$ cat src/rtl/issue_select.sv
// Issue-select stage: picks the oldest operand-ready entry of a 4-slot issue window each cycle,
// resolves operands against the two wake-up ports and hands the op to execute through one latch.
module issue_select #(
  parameter int unsigned PAYLOAD_W = 160,
  parameter int unsigned MUL_LAT   = 3
) (
  input  logic                   clk,
  input  logic                   resetn,
  input  logic                   bco_valid,
  input  logic [3:0]             win_valid,
  input  logic [15:0]            win_src0_rob,
  input  logic [3:0]             win_src0_rdy,
  input  logic [127:0]           win_src0_value,
  input  logic [15:0]            win_src1_rob,
  input  logic [3:0]             win_src1_rdy,
  input  logic [127:0]           win_src1_value,
  input  logic [3:0]             win_pipe_mul,
  input  logic [3:0]             win_pipe_mem,
  input  logic [4*PAYLOAD_W-1:0] win_payload,
  input  logic                   web,
  input  logic [3:0]             dinb_rob,
  input  logic [31:0]            dinb_value,
  input  logic                   wec,
  input  logic [3:0]             dinc_rob,
  input  logic [31:0]            dinc_value,
  output logic [3:0]             wed,
  output logic                   iss_valid,
  input  logic                   iss_ready,
  output logic [31:0]            iss_src0_value,
  output logic [31:0]            iss_src1_value,
  output logic                   iss_mul,
  output logic [PAYLOAD_W-1:0]   iss_payload
);

  localparam int unsigned CntW = $clog2(MUL_LAT) + 1;

  logic [CntW-1:0] mul_cnt;
  logic [3:0]      hit0b, hit0c, hit1b, hit1c;
  logic [3:0]      rdy0, rdy1, elig;
  logic [31:0]     val0 [4];
  logic [31:0]     val1 [4];
  logic            latch_free;
  logic            older_mem;
  logic            pick_any;
  logic [1:0]      pick_idx;

  always_comb begin
    latch_free = ~iss_valid | iss_ready;
    older_mem  = 1'b0;
    hit0b      = '0;
    hit0c      = '0;
    hit1b      = '0;
    hit1c      = '0;
    rdy0       = '0;
    rdy1       = '0;
    elig       = '0;
    for (int j = 0; j < 4; j++) begin
      hit0b[j] = web & (dinb_rob == win_src0_rob[j*4 +: 4]);
      hit0c[j] = wec & (dinc_rob == win_src0_rob[j*4 +: 4]);
      hit1b[j] = web & (dinb_rob == win_src1_rob[j*4 +: 4]);
      hit1c[j] = wec & (dinc_rob == win_src1_rob[j*4 +: 4]);
      rdy0[j]  = win_src0_rdy[j] | hit0b[j] | hit0c[j];
      rdy1[j]  = win_src1_rdy[j] | hit1b[j] | hit1c[j];
      // Window value first, then wake-up port 0, then port 1.
      val0[j]  = win_src0_rdy[j] ? win_src0_value[j*32 +: 32] :
                 hit0b[j]        ? dinb_value : dinc_value;
      val1[j]  = win_src1_rdy[j] ? win_src1_value[j*32 +: 32] :
                 hit1b[j]        ? dinb_value : dinc_value;
      elig[j]  = resetn & win_valid[j] & rdy0[j] & rdy1[j]
               & (~win_pipe_mul[j] | (mul_cnt == '0))
               & (~win_pipe_mem[j] | ~older_mem)
               & latch_free & ~bco_valid;
      // Any valid mem op, ready or not, blocks younger mem ops.
      older_mem = older_mem | (win_valid[j] & win_pipe_mem[j]);
    end
  end

  always_comb begin
    wed      = '0;
    pick_any = 1'b0;
    pick_idx = '0;
    for (int j = 0; j < 4; j++) begin
      if (elig[j] && !pick_any) begin
        pick_any = 1'b1;
        pick_idx = 2'(j);
        wed[j]   = 1'b1;
      end
    end
  end

  always_ff @(posedge clk or negedge resetn) begin
    if (!resetn) begin
      iss_valid      <= 1'b0;
      iss_src0_value <= '0;
      iss_src1_value <= '0;
      iss_mul        <= 1'b0;
      iss_payload    <= '0;
      mul_cnt        <= '0;
    end else begin
      if (bco_valid) begin
        iss_valid <= 1'b0;
      end else if (pick_any) begin
        iss_valid      <= 1'b1;
        iss_src0_value <= val0[pick_idx];
        iss_src1_value <= val1[pick_idx];
        iss_mul        <= win_pipe_mul[pick_idx];
        iss_payload    <= win_payload[pick_idx*PAYLOAD_W +: PAYLOAD_W];
      end else if (iss_ready) begin
        iss_valid <= 1'b0;
      end
      // Flush does not free the multiplier; it keeps counting down.
      if (pick_any && win_pipe_mul[pick_idx]) begin
        mul_cnt <= CntW'(MUL_LAT - 1);
      end else if (mul_cnt != '0) begin
        mul_cnt <= mul_cnt - 1'b1;
      end
    end
  end

endmodule

$ cat config.mk
export PLATFORM = sky130hd
export DESIGN_NAME = issue_select
export DESIGN_NICKNAME = d
export VERILOG_FILES = /design/src/rtl/issue_select.sv
export SDC_FILE = /design/constraint.sdc
export NUM_CORES = 1
export LEC_CHECK = 0
export BUFFER_PORTS_ARGS = -buffer_cell sky130_fd_sc_hd__buf_2
export CAP_MARGIN = 20
export CORE_AREA = 3 3 483 485
export CTS_CLUSTER_DIAMETER = 100
export DETAILED_ROUTE_END_ITERATION = 8
export DIE_AREA = 0 0 486 488
export PLACE_DENSITY = 0.3
export SLEW_MARGIN = 20
export SYNTH_ARGS = -nofsm -noshare
export SYNTH_HDL_FRONTEND = slang
export SYNTH_SLANG_ARGS = --single-unit
$ cat constraint.sdc
create_clock -name clk -period 2.4 [get_ports clk]
set_input_delay 0.12 -clock clk [delete_from_list [all_inputs] [get_ports clk]]
set_output_delay 0.12 -clock clk [all_outputs]
set_load 0.01 [all_outputs]
==> results of run 1 <==
worst max-delay path, stage by stage (launching register included):
cell      delay (ns)
dfrtp_1         0.34
nand2b_1        0.07
and3b_2         0.27
buf_6           0.15
and3_4          0.17
o31a_1          0.14
nand2_4         0.13
buf_12          0.12
nand2_8         0.05
buf_6           0.11
nor3_4          0.24
buf_2           0.21
power groups by stage:
stage	logic (mW)	clock network [mW]	registers [mW]
6_report	13.4	6.97	6.97
5_1_grt	14.3	7.36	7.17
4_1_cts	13.0	7.31	6.97
3_5_place_dp	10.8	0	7.00
3_3_place_gp	10.7	0	6.98
2_1_floorplan	3.65	0	7.53
metrics by stage:
stage	cell area (um^2)	setup TNS (ns)	instances	hold slack, ns
floorplan	21400	-0.822	2612	-0.176
CTS	47600	-62.53	7944	0.000555
finish	49300	-49.77	8026	0.0207
global route	49200	-71.41	8000	0.0101
global placement	33500	-99.31	6884	0.275
detailed placement	33500	-99.54	6885	0.272
per-layer routing:
metal | share of wire | vias up | wire, um | GRT usage
met1 | 0.40 | 15900 | 93900 | 0.218
met5 | 0.00085 | - | 199 | 0
met4 | 0.042 | 36 | 9790 | 0.0610
met2 | 0.49 | 1549 | 115000 | 0.329
li1 | - | 14400 | - | -
met3 | 0.064 | 420 | 14900 | 0.0408
state kept, by name, indices dropped and copies added, names as in the netlist:
register / count
mul_cnt: 3
iss_valid: 1
iss_mul: 1
iss_payload: 160
iss_src0_value: 32
iss_src1_value: 32
kinds of logic after synthesis:
| family | share of synthesized area |
|---|---|
| multiplexers | 0.196 |
| buffers and inverters | 0.0935 |
| adder cells (fa/ha/maj) | 0.00117 |
| AO/OA/AOI/OAI | 0.260 |
| XOR/XNOR | 0.0266 |
| flip-flops | 0.268 |
| AND/OR/NAND/NOR | 0.155 |
cells in the mapped netlist (all sizes together):
| cell type | number |
|---|---|
| mux2i | 410 |
| nand2 | 338 |
| o21ai | 257 |
| clkbuf | 243 |
| dfrtp | 229 |
| inv | 163 |
| or3 | 155 |
| a221oi | 154 |
| o31ai | 154 |
| buf | 100 |
| nand3 | 65 |
| nand4 | 65 |
| a22oi | 64 |
| o2111ai | 64 |
| xor2 | 48 |
| xnor2 | 17 |
| nor3 | 12 |
| nor4 | 12 |
| mux2 | 7 |
| o211a | 7 |
| a31oi | 6 |
| nand4b | 6 |
| nor2 | 5 |
| a31o | 3 |
| a211oi | 2 |
| a21oi | 2 |
| a221o | 2 |
| and2 | 2 |
| and3 | 2 |
| ha | 2 |
| nand2b | 2 |
| o32ai | 2 |
| a211o | 1 |
| a22o | 1 |
| a2bb2oi | 1 |
| a311o | 1 |
| a32oi | 1 |
| and3b | 1 |
| nor2b | 1 |
| o211ai | 1 |
| o21a | 1 |
| o31a | 1 |
| o32a | 1 |
| or2 | 1 |
what timing repair did:
item                                   in CTS  in global routing
cloned                                     44                 17
pin swaps                                  91                119
setup endpoints to repair                 229                232
buffers inserted                           87                 40
endpoints found under the hold margin     250                  3
hold buffers                              869                  3
gates resized for setup                   431                206
worst min-delay path by stage:
| stage | slack, ns | cells past startpoint | from | end |
|---|---|---|---|---|
| 2_1_floorplan | -0.18 | 0 | resetn | iss_mul$_DFFE_PN0P_ |
| 3_3_place_gp | 0.27 | 2 | resetn | iss_payload[127]$_DFFE_PN0P_ |
| 3_5_place_dp | 0.27 | 2 | resetn | iss_payload[127]$_DFFE_PN0P_ |
| 4_1_cts | 0.0006 | 5 | win_src1_value[64] | iss_src1_value[0]$_DFFE_PN0P_ |
| 5_1_grt | 0.01 | 4 | win_payload[77] | iss_payload[77]$_DFFE_PN0P_ |
| 6_report | 0.02 | 4 | win_payload[115] | iss_payload[115]$_DFFE_PN0P_ |
cell usage in the layout, fill, tap and decap left out, types with 8 or more instances in the layout:
master,instances
a221oi_2,140
a221oi_4,14
a22oi_1,35
a22oi_2,29
buf_12,96
buf_16,55
buf_2,1250
buf_4,216
buf_6,65
buf_8,28
clkbuf_1,9
clkbuf_16,63
clkbuf_8,13
dfrtp_1,229
diode_2,47
dlygate4sd3_1,872
inv_1,160
mux2i_1,374
mux2i_2,13
mux2i_4,23
nand2_1,323
nand2_4,11
nand3_1,64
nand4_1,65
nor3_1,10
nor4_4,8
o2111ai_1,46
o2111ai_2,18
o21ai_0,256
o31ai_1,99
o31ai_2,29
o31ai_4,26
or3_1,154
xnor2_1,17
xor2_1,48
cell type report:
class | count | area, um^2
antenna | 47 | 118
clock buffer | 68 | 1360
clock inverter | 13 | 171
fill | 25500 | 180000
inverter | 163 | 624
multi-input combinational | 1878 | 15800
sequential | 229 | 5730
tap | 3026 | 3790
timing repair buffer | 2602 | 21700
==> out/metrics.cfg, run 1 <==
[detailed_routing]
wl_um=234000
postRouteAntennaNets=0
vias=32300
drtIter0Drc=1745
routedWlPerCell_um=29.1
drt-pass1-iter-count=5
drc=0
routed_via_density=4.02

[floorplanning]
die-height_um=488
io_pins=1256
coreArea_um2=230000
row_count=176
die_area_um2=237000
initial_core_util=0.0931
die_w_um=486

[placed_design]
dp.final_hpwl_um=174000
gp_congestion=0.844
place_ws_ns=-0.717
numPortBuffers=1255

[power]
switching_power_mw=11.1
p_seq_frac=0.255
leakage_nw=21.5
fin_total_pwr_mw=27.3
ir_drop_uv=483
p_comb_frac=0.489
clkPwrFrac=0.255
p_sw_frac=0.408
power_density_nw_per_um2=554
power.internal_mw=16.2

[global_routing]
grt_max_degree=90
antenna_found_initial=115
grt_overflow=0
grt_pass1_vias=33600
grt_first_pass_wirelength_um=302000
track_usage=0.185

[setup_path]
cp-endpoint=wed[2]
end_kind=output pin
arrival_ns=2.64
startpoint=iss_valid$_DFFE_PN0P_
rr_worst_depth=13
r2r_setup_slack_ns=-0.36
crit_path_start_kind=flop
path_max_fanout=4
r2r_end=iss_mul$_DFFE_PN0P_
r2r-start=iss_valid$_DFFE_PN0P_
cp.required_ns=2.28
critPathKind=flop to output pin

[synth]
synth_largest_area_cell=dfrtp_1
avgSynthCellArea_um2=8.19
yosysSeqAreaShare=0.268
synth_top_cell_area_share=0.268
syn_inst=2612
synth_nets=3640
ys_ff_latch=229
yosysUniqueCellTypes=52
yosysWarningCount=0
syn_area_um2=21400
synthTopCellsByArea=dfrtp_1 (27%), mux2i_1 (19%), o21ai_0 (6.0%)

[sta]
period_share=1.15
skew_ns=0.0377
finalSetupViolations=217
relSlewSlack=0.373
report.final.hold_viol_count=0
setup_ws_ns=-0.365
tightest_slew_ns=0.940
fmax_ghz=0.362
slew_violations=0
rsz0062_at_grt=true
min_period_ns=2.76

[final_layout]
final_util=0.215
layout.nets=5946
drive_gt1_frac=0.434
syn_to_final_growth_pct=130

[clock_network]
cts_made_buffers=44
clock-sinks=229
clock_latency_ns=0.67
cts_buffer_depth=3
cts_tree=done
htreeDepth=2
clk_pin_slew_ns=0.06
cts_root_buf=clkbuf_16

[outcome]
status=finished with violations
violations=negative setup slack

[run]
maxCapViolCount=0

[min_path]
hp-class=input pin to flop

No activity file was read; power rests on OpenSTA's default activity.
==> run 2: changes to the inputs <==
--- a/config.mk
+++ b/config.mk
@@ -12,6 +12,7 @@
 export DETAILED_ROUTE_END_ITERATION = 8
 export DIE_AREA = 0 0 486 488
 export PLACE_DENSITY = 0.3
+export SETUP_SLACK_MARGIN = 0.5
 export SLEW_MARGIN = 20
 export SYNTH_ARGS = -nofsm -noshare
 export SYNTH_HDL_FRONTEND = slang
==> run 2 against run 1 <==
The flow still finishes with violations (negative setup slack). Hold slack gained 0.040 ns. Power shrank 5.4%. Register-to-register slack gained 0.07 ns. Utilization shrank 0.66 points. Critical path depth grew 1. Sequential power is essentially flat. Highest routed layer unchanged.
==> out/metrics.cfg, run 2 (same netlist as run 1, synthesis figures left out) <==
[detailed_routing]
postRouteAntennaNets=0  ; unchanged
drc=0  ; unchanged
vias=31900  ; -1.2%
routedWlPerCell_um=29.3  ; +0.55%
drtIter0Drc=1858  ; +6.5%
wl_um=234000  ; +0.14%
routed_via_density=3.99  ; -0.82%
drt-pass1-iter-count=6  ; +1

[power]
switching_power_mw=11.0  ; -1.7%
p_comb_frac=0.507  ; +0.018
p_seq_frac=0.269  ; +0.014
power_density_nw_per_um2=541  ; -2.4%
power.internal_mw=14.9  ; -7.9%
fin_total_pwr_mw=25.8  ; -5.4%
ir_drop_uv=343  ; -29%
leakage_nw=20.8  ; -3.4%
p_sw_frac=0.424  ; +0.0160
clkPwrFrac=0.224  ; -0.031

[sta]
rsz0062_at_grt=true
min_period_ns=2.69  ; -0.0725 ns
finalSetupViolations=231  ; +6.5%
slew_violations=0  ; unchanged
period_share=1.12  ; -0.0302
fmax_ghz=0.371  ; +2.7%
report.final.hold_viol_count=0  ; unchanged
relSlewSlack=0.403  ; +0.0298
whs_ns=0.0611  ; +0.0404 ns
skew_ns=0.0161  ; -0.0216 ns
setup_ws_ns=-0.292  ; +0.0725 ns
setup-tns-final_ns=-35.74  ; +14.03 ns
tightest_slew_ns=0.895  ; -0.0446 ns

[clock_network]
clock_latency_ns=0.62  ; -0.05 ns
cts_tree=done
cts_buffer_depth=3  ; unchanged
cts_made_buffers=39  ; -11%
htreeDepth=2  ; unchanged
clk_pin_slew_ns=0.06  ; about the same
clock-sinks=229  ; unchanged
cts_root_buf=clkbuf_16

[final_layout]
largest_reg_flops=160  ; unchanged
final_area_um2=47700  ; -3.1%
largest_register=iss_payload
final_util=0.208  ; -0.00664
mostFrequentLayoutCell=buf_2
drive_gt1_frac=0.442  ; +0.00727
reg.largest.list=iss_payload x160, iss_src0_value x32, iss_src1_value x32
syn_to_final_growth_pct=123
finalNonFillerCells=7994  ; -0.40%
final_cell_mix=buf_2 (1,250), dlygate4sd3_1 (831), mux2i_1 (376), nand2_1 (334), o21ai_0 (256)
layout.nets=5888  ; -0.98%

[floorplanning]
initial_core_util=0.0931  ; unchanged
io_pins=1256  ; unchanged
die_w_um=486  ; unchanged
coreArea_um2=230000  ; unchanged
die_area_um2=237000  ; unchanged
die-height_um=488  ; unchanged
row_count=176  ; unchanged

[setup_path]
startpoint=iss_valid$_DFFE_PN0P_
end_kind=flop
cp.required_ns=2.88  ; +0.60 ns
path_cells=nand2b_1 > and3b_2 > buf_12 > and3_4 > o31a_1 > nand2_4 > buf_12 > buf_4 > buf_4 > buf_4 > o31ai_1 > a221oi_1
r2r_setup_slack_ns=-0.29  ; +0.07 ns
cpMaxStageDelayCell=dfrtp_1
r2r_end=iss_payload[78]$_DFFE_PN0P_
crit_top_cell=buf_4
max_stage_delay_ns=0.38  ; +0.04 ns
critPathKind=flop to flop
crit_path_start_kind=flop
rr_worst_depth=12  ; -1
r2r-start=iss_valid$_DFFE_PN0P_
path_max_fanout=11  ; +7
cp-endpoint=iss_payload[78]$_DFFE_PN0P_
arrival_ns=3.18  ; +0.54 ns

[min_path]
hp-class=input pin to flop
min_from=win_payload[9]

[placed_design]
post_dp_cell_area_um2=33900  ; +1.1%
gp_congestion=0.888  ; +5.2%
dp_cells=6884  ; -0.015%
dp.final_hpwl_um=182000  ; +4.9%
numPortBuffers=1255  ; unchanged
place_ws_ns=-1.07  ; -0.355 ns

[outcome]
violations=negative setup slack
status=finished with violations

[global_routing]
track_usage=0.186  ; +0.000646
grt_overflow=0  ; unchanged
grt_max_degree=101  ; +12%
grt_first_pass_wirelength_um=303000  ; +0.12%
grt_pass1_vias=33400  ; -0.66%
antenna_found_initial=170  ; +48%

[run]
maxCapViolCount=0  ; unchanged

[run 2: cell types whose count changed in the layout (fill, tap and decap cells not counted), moves of 12 or more]
cell,delta
o31ai_1,-25
mux2i_4,-14
buf_4,+30
a22oi_1,-23
dlygate4sd3_1,-41
a22oi_2,+23
buf_16,-16
mux2i_2,+12
buf_12,-20
clkbuf_16,-12
o31ai_2,+36
diode_2,+36
[run 2: critical path, delay by kind of cell (launching register included)]
kind	cells	cell delay [ns]
and+or+nand+nor	4	0.66
DFF	1	0.38
AOI/OAI and AO/OA	3	0.55
buffers and inverters	5	0.90
[run 2: worst min path at each step]
stage,slack [ns],to,cells after the start
after global placement,0.25,iss_payload[127]$_DFFE_PN0P_,2
after detailed placement,0.23,iss_payload[127]$_DFFE_PN0P_,2
after floorplan,-0.18,iss_mul$_DFFE_PN0P_,0
final,0.06,iss_payload[9]$_DFFE_PN0P_,4
after global routing,0.03,iss_payload[3]$_DFFE_PN0P_,4
after CTS,0.0001,iss_payload[40]$_DFFE_PN0P_,4
[run 2: per-layer routing]
layer	track usage	routed length (um)	vias to the layer above
li1	-	-	14300
met1	0.219	93500	15600
met2	0.328	116000	1504
met3	0.0440	15700	404
met4	0.0609	8950	54
met5	0	338	-
[run 2: cell type report]
class                   instances  area, um^2
diodes                         83         208
clock buffers                  53        1100
clock inverters                13         100
fillers                     25700      182000
inverters                     163         638
multi-input cells            1877       15700
flip-flops and latches        229        5730
well taps                    3026        3790
repair buffers               2550       20500
[run 2: power groups by stage]
stage | Clock, mW | Combinational [mW] | Sequential, mW
2_1_floorplan | 0 | 4.13 | 7.53
3_3_place_gp | 0 | 11.2 | 6.99
3_5_place_dp | 0 | 11.2 | 7.02
4_1_cts | 6.05 | 12.9 | 6.97
5_1_grt | 6.12 | 14.1 | 7.17
6_report | 5.78 | 13.1 | 6.95
[run 2: timing repair]
action                                  in CTS  in global routing
gates cloned                                24                 15
hold endpoints to repair                   270                  0
hold buffers                               831                  0
gates resized for setup                    267                214
pin swaps                                   44                148
setup buffers                               72                 18
endpoints found under the setup margin     232                232
==> run 3: changes to the inputs <==
--- a/config.mk
+++ b/config.mk
@@ -7,10 +7,11 @@
 export LEC_CHECK = 0
 export BUFFER_PORTS_ARGS = -buffer_cell sky130_fd_sc_hd__buf_2
 export CAP_MARGIN = 20
-export CORE_AREA = 3 3 483 485
+export CORE_AREA = 3 3 491 493
+export CTS_BUF_LIST = sky130_fd_sc_hd__clkbuf_4 sky130_fd_sc_hd__clkbuf_8
 export CTS_CLUSTER_DIAMETER = 100
 export DETAILED_ROUTE_END_ITERATION = 8
-export DIE_AREA = 0 0 486 488
+export DIE_AREA = 0 0 494 496
 export PLACE_DENSITY = 0.3
 export SETUP_SLACK_MARGIN = 0.5
 export SLEW_MARGIN = 20
==> run 3 against run 2 <==
The run still ends with negative setup slack left. Clock power up 0.9%. Power up 0.38%. Die area up 3.3%. Fmax down 12%. Critical endpoint is now iss_payload[149]$_DFFE_PN0P_.
==> out/metrics.cfg, run 3 (same netlist as run 1, synthesis figures left out) <==
[detailed_routing]
routed_via_density=3.94  ; -1.2%
drtIter0Drc=2128  ; +15%
wl_um=232000  ; -0.67%
vias=32900  ; +3.1%
postRouteAntennaNets=0  ; unchanged
drt-pass1-iter-count=5  ; -1
routedWlPerCell_um=27.9  ; -4.8%
drc=0  ; unchanged

[global_routing]
grt_max_degree=101  ; unchanged
grt_pass1_vias=34400  ; +3.0%
grt_overflow=0  ; unchanged
antenna_found_initial=158  ; -7.1%
grt_first_pass_wirelength_um=303000  ; +0.23%
track_usage=0.180  ; -0.00604

[sta]
slew_violations=0  ; unchanged
tightest_slew_ns=0.864  ; -0.0311 ns
period_share=1.28  ; +0.154
fmax_ghz=0.327  ; -12%
relSlewSlack=0.424  ; +0.0208
setup_ws_ns=-0.661  ; -0.369 ns
rsz0062_at_grt=true
skew_ns=0.0448  ; +0.0287 ns
whs_ns=0.0889  ; +0.0278 ns
report.final.hold_viol_count=0  ; unchanged
finalSetupViolations=232  ; +0.43%
min_period_ns=3.06  ; +0.369 ns

[floorplanning]
io_pins=1256  ; unchanged
initial_core_util=0.0901  ; -0.00303
row_count=179  ; +1.7%
die-height_um=496  ; +1.6%
coreArea_um2=237000  ; +3.4%
die_w_um=494  ; +1.6%
die_area_um2=245000  ; +3.3%

[outcome]
violations=negative setup slack
status=finished with violations

[placed_design]
dp.final_hpwl_um=184000  ; +0.60%
numPortBuffers=1255  ; unchanged
gp_congestion=0.871  ; -1.9%

[clock_network]
clk_pin_slew_ns=0.06  ; about the same
htreeDepth=2  ; unchanged
cts_buffer_depth=3  ; unchanged
clock-sinks=229  ; unchanged
clock_latency_ns=0.78  ; +0.16 ns
cts_made_buffers=58  ; +49%
cts_root_buf=clkbuf_8
cts_tree=done

[setup_path]
r2r_setup_slack_ns=-0.66  ; -0.37 ns
crit_path_start_kind=flop
rr_worst_depth=18  ; +6
cp.required_ns=3.08  ; +0.20 ns
r2r-start=iss_valid$_DFFE_PN0P_
r2r_end=iss_payload[149]$_DFFE_PN0P_
path_max_fanout=5  ; -6
arrival_ns=3.74  ; +0.56 ns
critPathKind=flop to flop
end_kind=flop

[final_layout]
seqCellArea_um2=5730  ; unchanged
mostFrequentLayoutCell=buf_2
largest_reg_flops=160  ; unchanged
multi_input_area_um2=15200  ; -2.9%
n_fill_cell=26600  ; +3.5%
final_util=0.207  ; -0.000469
drive_gt1_frac=0.418  ; -0.0237
layout.nets=6095  ; +3.5%
reg.largest.list=iss_payload x160, iss_src0_value x32, iss_src1_value x32
largest_register=iss_payload
final_cell_mix=buf_2 (1,251), dlygate4sd3_1 (1,043), mux2i_1 (361), nand2_1 (335), o21ai_0 (256)
syn_to_final_growth_pct=130

[min_path]
hp-class=input pin to flop
min_from=win_src1_rdy[0]
whs_path_depth=5  ; +1
holdPathEnd=iss_src1_value[29]$_DFFE_PN0P_

[power]
power_density_nw_per_um2=526  ; -2.7%
fin_total_pwr_mw=25.9  ; +0.38%
leakage_nw=21.3  ; +2.8%
ir_drop_uv=376  ; +9.4%

[run]
maxCapViolCount=0  ; unchanged

-- run 3: layout make-up --
cell class | instances | share of cell area
diodes | 62 | 0.00315
inverters | 163 | 0.0127
multi-input cells | 1877 | 0.309
clock buffers | 94 | 0.0235
well taps | 3167 | 0.0805
repair buffers | 2738 | 0.452
flip-flops and latches | 229 | 0.116
clock inverters | 11 | 0.00246
-- run 3: how the worst max path moves through the flow --
| stage | from | cells past startpoint | endpoint |
|---|---|---|---|
| 2_1_floorplan | dinb_rob[2] | 13 | iss_payload[10]$_DFFE_PN0P_ |
| 6_report | iss_valid$_DFFE_PN0P_ | 18 | iss_payload[149]$_DFFE_PN0P_ |
| 3_3_place_gp | dinc_rob[2] | 11 | iss_payload[76]$_DFFE_PN0P_ |
| 5_1_grt | iss_valid$_DFFE_PN0P_ | 18 | iss_payload[136]$_DFFE_PN0P_ |
| 3_5_place_dp | dinc_rob[0] | 10 | iss_payload[76]$_DFFE_PN0P_ |
| 4_1_cts | iss_valid$_DFFE_PN0P_ | 12 | wed[1] |
-- run 3: metrics by stage --
step / cells / worst slack, ns / setup TNS, ns / instance area [um^2]
finish: 8341 / -0.661 / -97.35 / 49200
global route: 8315 / -0.701 / -110.31 / 49200
CTS: 8246 / -0.664 / -78.00 / 48100
detailed placement: 7025 / -1.01 / -111.15 / 34400
global placement: 7025 / -0.997 / -108.64 / 34400
floorplan: 2612 / 0.0994 / 0 / 22400
-- run 3: layer usage --
layer	up-vias	GRT usage	part of all wire	routed length (um)
li1	14700	-	-	-
met1	16000	0.208	0.39	90900
met2	1650	0.320	0.49	114000
met3	475	0.0438	0.071	16600
met4	60	0.0625	0.043	10000
met5	-	0	0.0018	420
-- run 3: timing repair --
action | 4_1_cts | 5_1_grt
buffers inserted | 61 | 28
setup endpoints to repair | 232 | 232
resized for setup | 235 | 109
hold endpoints to repair | 361 | 0
hold buffers | 1043 | 0
pin swaps | 163 | 119
cloned | 12 | 5
-- run 3: where the power goes --
part | internal, mW | switching, mW
combinational | 6.09 | 7.03
clock | 3.25 | 2.58
sequential | 5.70 | 1.27
total | 15.0 | 10.9
-- run 3: critical path, stage by stage, from the launching register on --
cell and delay [ns]:
dfrtp_1 0.37, nand2b_1 0.08, and3b_2 0.30, buf_12 0.14, buf_6 0.09, nand2_4 0.04
a211oi_2 0.22, buf_4 0.15, o211ai_1 0.09, buf_4 0.18, buf_16 0.14, buf_16 0.15
buf_12 0.13, buf_12 0.13, buf_6 0.11, buf_8 0.11, mux2i_1 0.11, buf_4 0.17
a221oi_2 0.22
